===== src/rtl/dm.sv =====
// Debug-module DMI request/response types shared by the DMI interconnect.
package dm;

  typedef enum logic [1:0] {
    DTM_NOP   = 2'h0,
    DTM_READ  = 2'h1,
    DTM_WRITE = 2'h2
  } dtm_op_e;

  typedef struct packed {
    logic [6:0]  addr;
    dtm_op_e     op;
    logic [31:0] data;
  } dmi_req_t;

  typedef struct packed {
    logic [31:0] data;
    logic [1:0]  resp;
  } dmi_resp_t;

  // A single master still needs a one-bit index to address its lane.
  localparam int MinIdxWidth = 1;

  function automatic int idx_width(input int n);
    return (n > 1) ? $clog2(n) : MinIdxWidth;
  endfunction

endpackage


===== src/rtl/dmi_tag_fifo.sv =====
// Small tag FIFO holding the issuing master index of every outstanding DMI request.
// Registered read side only: a pushed entry becomes visible on the next cycle.
module dmi_tag_fifo import dm::*; #(
  parameter  int Width    = 1,
  parameter  int Depth    = 2,
  localparam int PtrWidth = (Depth > 1) ? $clog2(Depth) : 1,
  localparam int CntWidth = $clog2(Depth + 1)
) (
  input  logic                clk_i,
  input  logic                rst_i,
  input  logic                push_i,
  input  logic [Width-1:0]    data_i,
  input  logic                pop_i,
  output logic [Width-1:0]    data_o,
  output logic [CntWidth-1:0] count_o,
  output logic                empty_o
);

  logic [Width-1:0]    mem_r [Depth];
  logic [PtrWidth-1:0] wr_ptr_r;
  logic [PtrWidth-1:0] rd_ptr_r;
  logic [CntWidth-1:0] count_r;
  logic                push_s;
  logic                pop_s;

  // Pointers wrap explicitly so non-power-of-two depths stay in range.
  function automatic logic [PtrWidth-1:0] wrap_inc(input logic [PtrWidth-1:0] p);
    return (p == PtrWidth'(Depth - 1)) ? {PtrWidth{1'b0}} : p + PtrWidth'(1);
  endfunction

  assign push_s  = push_i && (count_r != CntWidth'(Depth));
  assign pop_s   = pop_i && (count_r != {CntWidth{1'b0}});
  assign data_o  = mem_r[rd_ptr_r];
  assign count_o = count_r;
  assign empty_o = (count_r == {CntWidth{1'b0}});

  // Storage, pointers and fill level
  always_ff @(posedge clk_i or posedge rst_i) begin
    if (rst_i) begin
      for (int i = 0; i < Depth; i++) begin
        mem_r[i] <= {Width{1'b0}};
      end
      wr_ptr_r <= {PtrWidth{1'b0}};
      rd_ptr_r <= {PtrWidth{1'b0}};
      count_r  <= {CntWidth{1'b0}};
    end else begin
      if (push_s) begin
        mem_r[wr_ptr_r] <= data_i;
        wr_ptr_r        <= wrap_inc(wr_ptr_r);
      end else begin
        wr_ptr_r <= wr_ptr_r;
      end
      if (pop_s) begin
        rd_ptr_r <= wrap_inc(rd_ptr_r);
      end else begin
        rd_ptr_r <= rd_ptr_r;
      end
      case ({push_s, pop_s})
        2'b10:   count_r <= count_r + CntWidth'(1);
        2'b01:   count_r <= count_r - CntWidth'(1);
        default: count_r <= count_r;
      endcase
    end
  end

endmodule


===== src/rtl/dmi_arbiter.sv =====
// N-master to 1-slave DMI interconnect: round-robin request arbitration into a
// registered output stage, with in-order response routing via a tag FIFO.
module dmi_arbiter import dm::*; #(
  parameter  int NumMasters     = 2,
  parameter  int MaxOutstanding = 2,
  localparam int IdxWidth       = idx_width(NumMasters),
  localparam int CntWidth       = $clog2(MaxOutstanding + 1)
) (
  input  logic                             clk_i,
  input  logic                             rst_i,
  input  dmi_req_t  [NumMasters-1:0]       mst_req_i,
  input  logic      [NumMasters-1:0]       mst_req_valid_i,
  output logic      [NumMasters-1:0]       mst_req_ready_o,
  output dmi_resp_t [NumMasters-1:0]       mst_resp_o,
  output logic      [NumMasters-1:0]       mst_resp_valid_o,
  input  logic      [NumMasters-1:0]       mst_resp_ready_i,
  output dmi_req_t                         slv_req_o,
  output logic                             slv_req_valid_o,
  input  logic                             slv_req_ready_i,
  input  dmi_resp_t                        slv_resp_i,
  input  logic                             slv_resp_valid_i,
  output logic                             slv_resp_ready_o,
  output logic      [CntWidth-1:0]         outstanding_o,
  output logic                             err_unexp_resp_o
);

  dmi_req_t            req_r;
  logic                valid_r;
  logic [IdxWidth-1:0] ptr_r;

  int                  cand_s;
  logic [IdxWidth-1:0] cand_idx_s;
  logic                hit_s;
  logic                found_s;
  logic [IdxWidth-1:0] winner_s;
  logic [IdxWidth-1:0] next_ptr_s;
  logic                can_accept_s;
  logic                mst_hs_s;
  logic                resp_hs_s;
  logic [CntWidth-1:0] count_s;
  logic [IdxWidth-1:0] head_s;
  logic                empty_s;

  // Round-robin search starting at ptr_r, first valid master in modular order
  always_comb begin
    found_s    = 1'b0;
    winner_s   = ptr_r;
    cand_s     = 0;
    cand_idx_s = ptr_r;
    hit_s      = 1'b0;
    for (int k = 0; k < NumMasters; k++) begin
      cand_s     = (int'(ptr_r) + k >= NumMasters) ? int'(ptr_r) + k - NumMasters
                                                   : int'(ptr_r) + k;
      cand_idx_s = IdxWidth'(cand_s);
      hit_s      = !found_s && mst_req_valid_i[cand_idx_s];
      winner_s   = hit_s ? cand_idx_s : winner_s;
      found_s    = found_s | hit_s;
    end
  end

  // Full FIFO blocks acceptance even if a response pops this cycle.
  assign can_accept_s = !rst_i && (!valid_r || slv_req_ready_i) &&
                        (count_s < CntWidth'(MaxOutstanding));
  assign mst_hs_s     = can_accept_s && found_s;
  assign next_ptr_s   = (winner_s == IdxWidth'(NumMasters - 1)) ? {IdxWidth{1'b0}}
                                                                 : winner_s + IdxWidth'(1);

  // Single-grant ready vector
  always_comb begin
    mst_req_ready_o           = {NumMasters{1'b0}};
    mst_req_ready_o[winner_s] = mst_hs_s;
  end

  // Registered output stage and round-robin pointer
  always_ff @(posedge clk_i or posedge rst_i) begin
    if (rst_i) begin
      req_r   <= {$bits(dmi_req_t){1'b0}};
      valid_r <= 1'b0;
      ptr_r   <= {IdxWidth{1'b0}};
    end else if (mst_hs_s) begin
      req_r   <= mst_req_i[winner_s];
      valid_r <= 1'b1;
      ptr_r   <= next_ptr_s;
    end else if (slv_req_ready_i) begin
      valid_r <= 1'b0;
    end else begin
      valid_r <= valid_r;
    end
  end

  assign slv_req_o       = req_r;
  assign slv_req_valid_o = valid_r;

  dmi_tag_fifo #(
    .Width (IdxWidth),
    .Depth (MaxOutstanding)
  ) u_tag_fifo (
    .clk_i   (clk_i),
    .rst_i   (rst_i),
    .push_i  (mst_hs_s),
    .data_i  (winner_s),
    .pop_i   (resp_hs_s),
    .data_o  (head_s),
    .count_o (count_s),
    .empty_o (empty_s)
  );

  // Route the slave response to the oldest outstanding master; drop it when none is waiting
  always_comb begin
    mst_resp_valid_o = {NumMasters{1'b0}};
    slv_resp_ready_o = 1'b0;
    if (rst_i) begin
      slv_resp_ready_o = 1'b0;
    end else if (empty_s) begin
      slv_resp_ready_o = 1'b1;
    end else begin
      mst_resp_valid_o[head_s] = slv_resp_valid_i;
      slv_resp_ready_o         = mst_resp_ready_i[head_s];
    end
  end

  assign resp_hs_s        = slv_resp_valid_i && slv_resp_ready_o && !empty_s;
  assign err_unexp_resp_o = !rst_i && slv_resp_valid_i && empty_s;
  assign mst_resp_o       = {NumMasters{slv_resp_i}};
  assign outstanding_o    = count_s;

endmodule


===== config.mk =====
export PLATFORM = sky130hd
export DESIGN_NAME = dmi_arbiter
export DESIGN_NICKNAME = d
export VERILOG_FILES = /design/src/rtl/dm.sv /design/src/rtl/dmi_tag_fifo.sv /design/src/rtl/dmi_arbiter.sv
export SDC_FILE = /design/constraint.sdc
export NUM_CORES = 1
export LEC_CHECK = 0
export ABC_CLOCK_PERIOD_IN_PS = 2220
export CELL_PAD_IN_SITES_DETAIL_PLACEMENT = 0
export CELL_PAD_IN_SITES_GLOBAL_PLACEMENT = 1
export CORE_ASPECT_RATIO = 1.4
export CORE_MARGIN = 10
export CORE_UTILIZATION = 42
export CTS_CLUSTER_SIZE = 30
export DETAILED_ROUTE_END_ITERATION = 7
export DONT_BUFFER_PORTS = 1
export PLACE_DENSITY = 0.88
export RECOVER_POWER = 50
export SLEW_MARGIN = 10
export SYNTH_ARGS = -nofsm -noshare
export SYNTH_HDL_FRONTEND = slang
export SYNTH_SLANG_ARGS = --single-unit

===== constraint.sdc =====
create_clock -name clk_i -period 2.22 [get_ports clk_i]
set_clock_uncertainty 0.1 [all_clocks]
set_input_delay 0.222 -clock clk_i [delete_from_list [all_inputs] [get_ports clk_i]]
set_output_delay 0.222 -clock clk_i [all_outputs]
set_load 0.02 [all_outputs]

==> out/qor.txt, run 1 <==
Status = completed
Cell count after synthesis = 336
Core area = 0.00661 mm²
I/O pins = 242
CTS Buf Count = 5
Final wirelength = 8010 µm
Pin count of the biggest net entering global routing = 44
Critical R2R Launch = u_tag_fifo.count_o[1]$_DFFE_PP0P_
Logic pwr share = 31.6%
Sw power = 1890 µW
DPL Wire Length = 5790 µm
Hold_sp = slv_req_ready_i
Clock sinks = 49
Syn_nets = 461
WL/cell = 19.7 µm
Pre-antenna DRT Iters = 4
Reg-to-reg setup timing slack = 0.13 ns
Layout area overhead = 5.48%
CP max stage delay = 0.55 ns
R2R depth = 7
Num rows = 35
Die Y-Extent = 117 µm
Util after Layout = 45.5%
Post-Syn Area = 0.00285 mm²
Commonest non-fill, non-tap cell in the layout = a21oi_1
Least-Margin Pin Slew = 0.943 ns
Clock Power Share = 14.3%
Worst-path clk slew = 0.09 ns
Fin nets = 438
Die ar. = 0.0105 mm²
Post-route design area = 0.00301 mm²
Fin. Hold Viols = 0
RSZ-0062 raised after global routing = no
Kind of critical path = register to register
ANT nets after route = 0
EDFF count, synth = 0
Starting density of the core = 43.1%
Total Routing Usage GR = 14.6%
Fin cells = 407
Slew Limit Fails = 0
Switching Share = 47.0%
Reg power frac = 54.1%
Via count = 2107
Yosys reg bits = 49
Max IR drop VDD = 0.000572 V
Commonest non-fill, non-tap cells in the layout = a21oi_1, nor2_1, dfrtp_1
Relative slew slack = 37.1%
Setup_tns = 0 ns
Placed Instances = 351
Pwr per Cell Area = 1340 mW/mm²
Synth Area per Inst = 8.49 µm²
Max Fclk = 479 MHz
CP Max Fanout = 29
Final Setup Violations = 0
Cells along the critical path = nor2_1 -> o211a_1 -> inv_4 -> buf_6 -> a21oi_2 -> a21oi_1 -> dlygate4sd3_1
Initial antenna violation count = 1
Routability cong. = 0.731
Synth cell types = 26
Dpl cell area = 0.00242 mm²
H-tree levels = 2
CP max stage cell = dlygate4sd3_1
CP Launch Type = register
Critical path endpoint category = register
Worst R2R End = slv_req_o[31]$_DFFE_PP0N_
Remaining DRCs = 0
IO Port Bufs = 0
Final period util = 94.0%
Iter 0 DRT Violations = 104
Min-delay worst type = input port to register
Via count of the first global-routing pass = 2259
Vias per std cell = 5.18
Number of max-cap violations = 0
Synth warn = 0
Fillers = 626
Seq/Total Area, Yosys = 43.0%
Die W = 89.6 µm
Synth Flop Type = dfrtp_1
Min cycle time layout = 2.09 ns
Grt ovf = 0
Critical Path Sink = slv_req_o[31]$_DFFE_PP0N_
Crit. Startpoint = u_tag_fifo.count_o[1]$_DFFE_PP0P_
Clk_lat worst skew = 0.30 ns
Max Buffers Root-to-Sink = 2
CTS tree = built
First-pass GRT wire length = 12200 µm
WP data arrival = 2.17 ns
Post-synth ARST share = 100%
Layout cells sized above 1 = 10.5%
P_int = 2140 µW
Clock root cell = clkbuf_8
CP required = 2.30 ns
Leakage Power = 0.00129 µW
[worst max-delay path: cells and delay by family, from the launching register on]
family                 cells  cell delay [ns]
AOI/OAI and AO/OA          3             0.41
and+or+nand+nor            1             0.14
buffers and inverters      3             0.91
DFF                        1             0.40
[sequential cells by signal, indices dropped and copies added (netlist names)]
name and cells:
u_tag_fifo.rd_ptr_r 1, u_tag_fifo.wr_ptr_r 1, ptr_r 1, u_tag_fifo.mem_r 2, slv_req_valid_o 1, u_tag_fifo.count_o 2, slv_req_o 41
[worst min-delay path by stage]
stage,cells after the start,endpoint,slack (ns)
after global placement,1,slv_req_valid_o$_DFFE_PP0P_,0.07
final,2,slv_req_valid_o$_DFFE_PP0P_,0.02
after floorplan,2,slv_req_o[2]$_DFFE_PP0N_,0.25
after global routing,2,slv_req_o[30]$_DFFE_PP0N_,0.003
after CTS,2,slv_req_o[33]$_DFFE_PP0N_,0.001
after detailed placement,1,slv_req_valid_o$_DFFE_PP0P_,0.08
[cell usage after synthesis (2+ instances only)]
library cell,instances,area [µm²]
a21oi_1,73,365
buf_4,70,526
dfrtp_1,49,1230
nor2_1,49,184
nand2_1,44,165
a21oi_2,10,87.6
buf_2,9,45.0
buf_6,4,45.0
clkbuf_1,4,15.0
xnor2_1,3,26.3
mux2i_1,2,20.0
nand2b_1,2,12.5
nor2b_1,2,12.5
o21ai_0,2,10.0
xor2_1,2,17.5
[routing by layer]
metal / GRT usage [%] / share of wire, % / vias to the layer above
met5: 0 / 0 / -
met3: 5.12 / 9.7 / 43
met4: 9.88 / 5.7 / 0
li1: - / - / 976
met2: 25.2 / 52 / 99
met1: 13.8 / 32 / 989
[logic make-up (layout without fill, tap and decap cells)]
| kind of cell | count (synthesis) | after routing | synth area share [%] |
|---|---|---|---|
| AND/OR/NAND/NOR | 100 | 100 | 13.9 |
| other | 0 | 1 | 0 |
| adder cells (fa/ha/maj) | 1 | 1 | 0.439 |
| multiplexers | 3 | 3 | 1.10 |
| flip-flops | 49 | 49 | 43.0 |
| AO/OA/AOI/OAI | 89 | 89 | 17.7 |
| buffers and inverters | 89 | 67 | 22.4 |
| XOR/XNOR | 5 | 5 | 1.54 |
[power by group through the flow]
stage / registers, µW / logic [µW] / clock network (µW)
floorplan: 2090 / 1160 / 0
global route: 2240 / 1450 / 638
global placement: 2200 / 1150 / 0
detailed placement: 2200 / 1200 / 0
CTS: 2190 / 1280 / 602
finish: 2180 / 1280 / 576
[through the flow]
stage               worst slack [ns]  hold slack [ns]  power (µW)
detailed placement             0.295           0.0847        3400
global placement               0.315           0.0705        3340
floorplan                      0.414            0.251        3240
CTS                            0.103          0.00146        4070
finish                         0.134           0.0231        4030
global route                 0.00716          0.00257        4330
[cell type report]
| type | count | area [µm²] | share of cell area (%) |
|---|---|---|---|
| sequential | 49 | 1230 | 40.8 |
| antenna | 1 | 2.50 | 0.0832 |
| tap | 92 | 115 | 3.83 |
| inverter | 2 | 10.0 | 0.333 |
| clock inverter | 1 | 5.00 | 0.166 |
| clock buffer | 7 | 96.3 | 3.20 |
| multi-input combinational | 198 | 987 | 32.8 |
| timing repair buffer | 57 | 566 | 18.8 |
[repair_timing]
action,4_1_cts,5_1_grt
setup endpoints to repair,1,2
pin swaps,0,0
hold buffers,45,2
cloned,0,0
resized for setup,1,2
setup buffers,0,0
endpoints found under the hold margin,64,2
No activity file was read; power rests on OpenSTA's default activity.
==> run 2, diff against run 1 <==
Settings changed: MAX_ROUTING_LAYER set to met4.
==> out/qor.txt, run 2 (same netlist as run 1, synthesis figures left out) <==
CP Launch Type = register
Initial antenna violation count = 1 (unchanged)
Leakage Power = 0.00129 µW (unchanged)
Layout cells sized above 1 = 10.5% (unchanged)
Fin cells = 407 (unchanged)
Kind of critical path = register to register
Num rows = 35 (unchanged)
Crit. Startpoint = u_tag_fifo.count_o[1]$_DFFE_PP0P_
Reg-to-reg setup timing slack = 0.13 ns (about the same)
Die Y-Extent = 117 µm (unchanged)
WL/cell = 19.7 µm (+0.12%)
Max Buffers Root-to-Sink = 2 (unchanged)
Core area = 0.00661 mm² (unchanged)
Status = completed
Placed Instances = 351 (unchanged)
Largest register FFs = 41 (unchanged)
Final wirelength = 8020 µm (+0.12%)
RSZ-0062 raised after global routing = no
H-tree levels = 2 (unchanged)
Fin nets = 438 (unchanged)
Final period util = 93.9% (about the same)
Critical path buffers and inverters = 3 (unchanged)
First-pass GRT wire length = 12200 µm (about the same)
Critical R2R Launch = u_tag_fifo.count_o[1]$_DFFE_PP0P_
Hold_sp = slv_req_ready_i
Worst-path clk slew = 0.09 ns (about the same)
Post-route total power = 4040 µW (about the same)
Routability cong. = 0.740 (+1.2%)
Via count of the first global-routing pass = 2257 (-0.089%)
Starting density of the core = 43.1% (unchanged)
Setup_tns = 0 ns (unchanged)
Kind of cell adding the most delay to the critical path = buffers and inverters
CP max stage cell = dlygate4sd3_1
IO Port Bufs = 0 (unchanged)
CTS tree = built
Grt ovf = 0 (unchanged)
CP Max Fanout = 29 (unchanged)
Total Routing Usage GR = 15.1% (+0.42 points)
Fin. Hold Viols = 0 (unchanged)
Pwr per Cell Area = 1340 mW/mm² (about the same)
I/O pins = 242 (unchanged)
Die W = 89.6 µm (unchanged)
Max IR drop VDD = 0.000573 V (+0.14%)
Layout area overhead = 5.48% (unchanged)
Min-delay worst type = input port to register
Util after Layout = 45.5% (unchanged)
Pin count of the biggest net entering global routing = 44 (unchanged)
Pre-antenna DRT Iters = 5 (+1)
Cells along the critical path = nor2_1 -> o211a_1 -> inv_4 -> buf_6 -> a21oi_2 -> a21oi_1 -> dlygate4sd3_1
Max Fclk = 479 MHz (about the same)
Min cycle time layout = 2.09 ns (-0.000904 ns)
CP max stage delay = 0.55 ns (about the same)
Clk_lat worst skew = 0.30 ns (about the same)
CTS Buf Count = 5 (unchanged)
Relative slew slack = 35.9% (-1.1 points)
Final Setup Violations = 0 (unchanged)
Commonest non-fill, non-tap cell in the layout = a21oi_1
DPL Wire Length = 5790 µm (unchanged)
CP required = 2.30 ns (about the same)
Clock root cell = clkbuf_8
Least-Margin Pin Slew = 0.960 ns (+0.0172 ns)
Via count = 2136 (+1.4%)
Iter 0 DRT Violations = 95 (-8.7%)
Critical path endpoint category = register
Commonest non-fill, non-tap cells in the layout = a21oi_1, nor2_1, dfrtp_1
Slew Limit Fails = 0 (unchanged)
Vias per std cell = 5.25 (+1.4%)
ANT nets after route = 0 (unchanged)
Remaining DRCs = 0 (unchanged)
Die ar. = 0.0105 mm² (unchanged)
Clock sinks = 49 (unchanged)
Number of max-cap violations = 0 (unchanged)
WP data arrival = 2.17 ns (about the same)
-- run 2: cell counts in the layout (fill, tap and decap cells not counted) --
Identical to the previous run, type by type.
-- run 2: repair_timing --
action | CTS | global route
hold buffers | 45 | 2
setup endpoints to repair | 1 | 2
endpoints found under the hold margin | 64 | 2
setup buffers | 0 | 0
cloned | 0 | 0
resized for setup | 1 | 2
-- run 2: worst paths after layout --
path,end,cells after the start
worst max-delay path,slv_req_o[31]$_DFFE_PP0N_,7
worst min-delay path,slv_req_valid_o$_DFFE_PP0P_,2
worst max register to register,slv_req_o[31]$_DFFE_PP0N_,7
worst min register to register,u_tag_fifo.rd_ptr_r$_DFFE_PP0P_,1
max in group asynchronous,slv_req_o[4]$_DFFE_PP0N_,3
min in group asynchronous,slv_req_valid_o$_DFFE_PP0P_,2
-- run 2: stage by stage --
step           setup slack (ns)  hold slack, ns  cell area (µm²)
2_1_floorplan             0.414           0.251             2850
3_3_place_gp              0.315          0.0705             2420
3_5_place_dp              0.295          0.0847             2420
4_1_cts                   0.103         0.00146             2980
5_1_grt                 0.00759         0.00204             3010
6_report                  0.134          0.0231             3010
-- run 2: final cells by class --
type | count | area, µm²
antenna | 1 | 2.50
multi-input combinational | 198 | 987
clock buffer | 7 | 96.3
tap | 92 | 115
sequential | 49 | 1230
clock inverter | 1 | 5.00
fill | 626 | 3600
timing repair buffer | 57 | 566
inverter | 2 | 10.0
-- run 2: routing by layer --
metal / vias up / global-route usage (%) / wire length [µm]
li1: 975 / - / -
met1: 1006 / 14.5 / 2710
met2: 110 / 25.3 / 4160
met3: 45 / 3.95 / 696
met4: 0 / 9.88 / 444
met5: - / - / 0
-- run 2: worst reg2reg max path, stage by stage (launching register included) --
cell and delay, ns:
dfrtp_1 0.40, nor2_1 0.14, o211a_1 0.23, inv_4 0.15, buf_6 0.22, a21oi_2 0.11, a21oi_1 0.07, dlygate4sd3_1 0.55
-- run 2: where the power goes --
group          leakage, µW  internal [µW]  switching (µW)
logic             0.000684            524             751
registers         0.000551           1330             849
clock network    0.0000542            282             297
total              0.00129           2140            1900
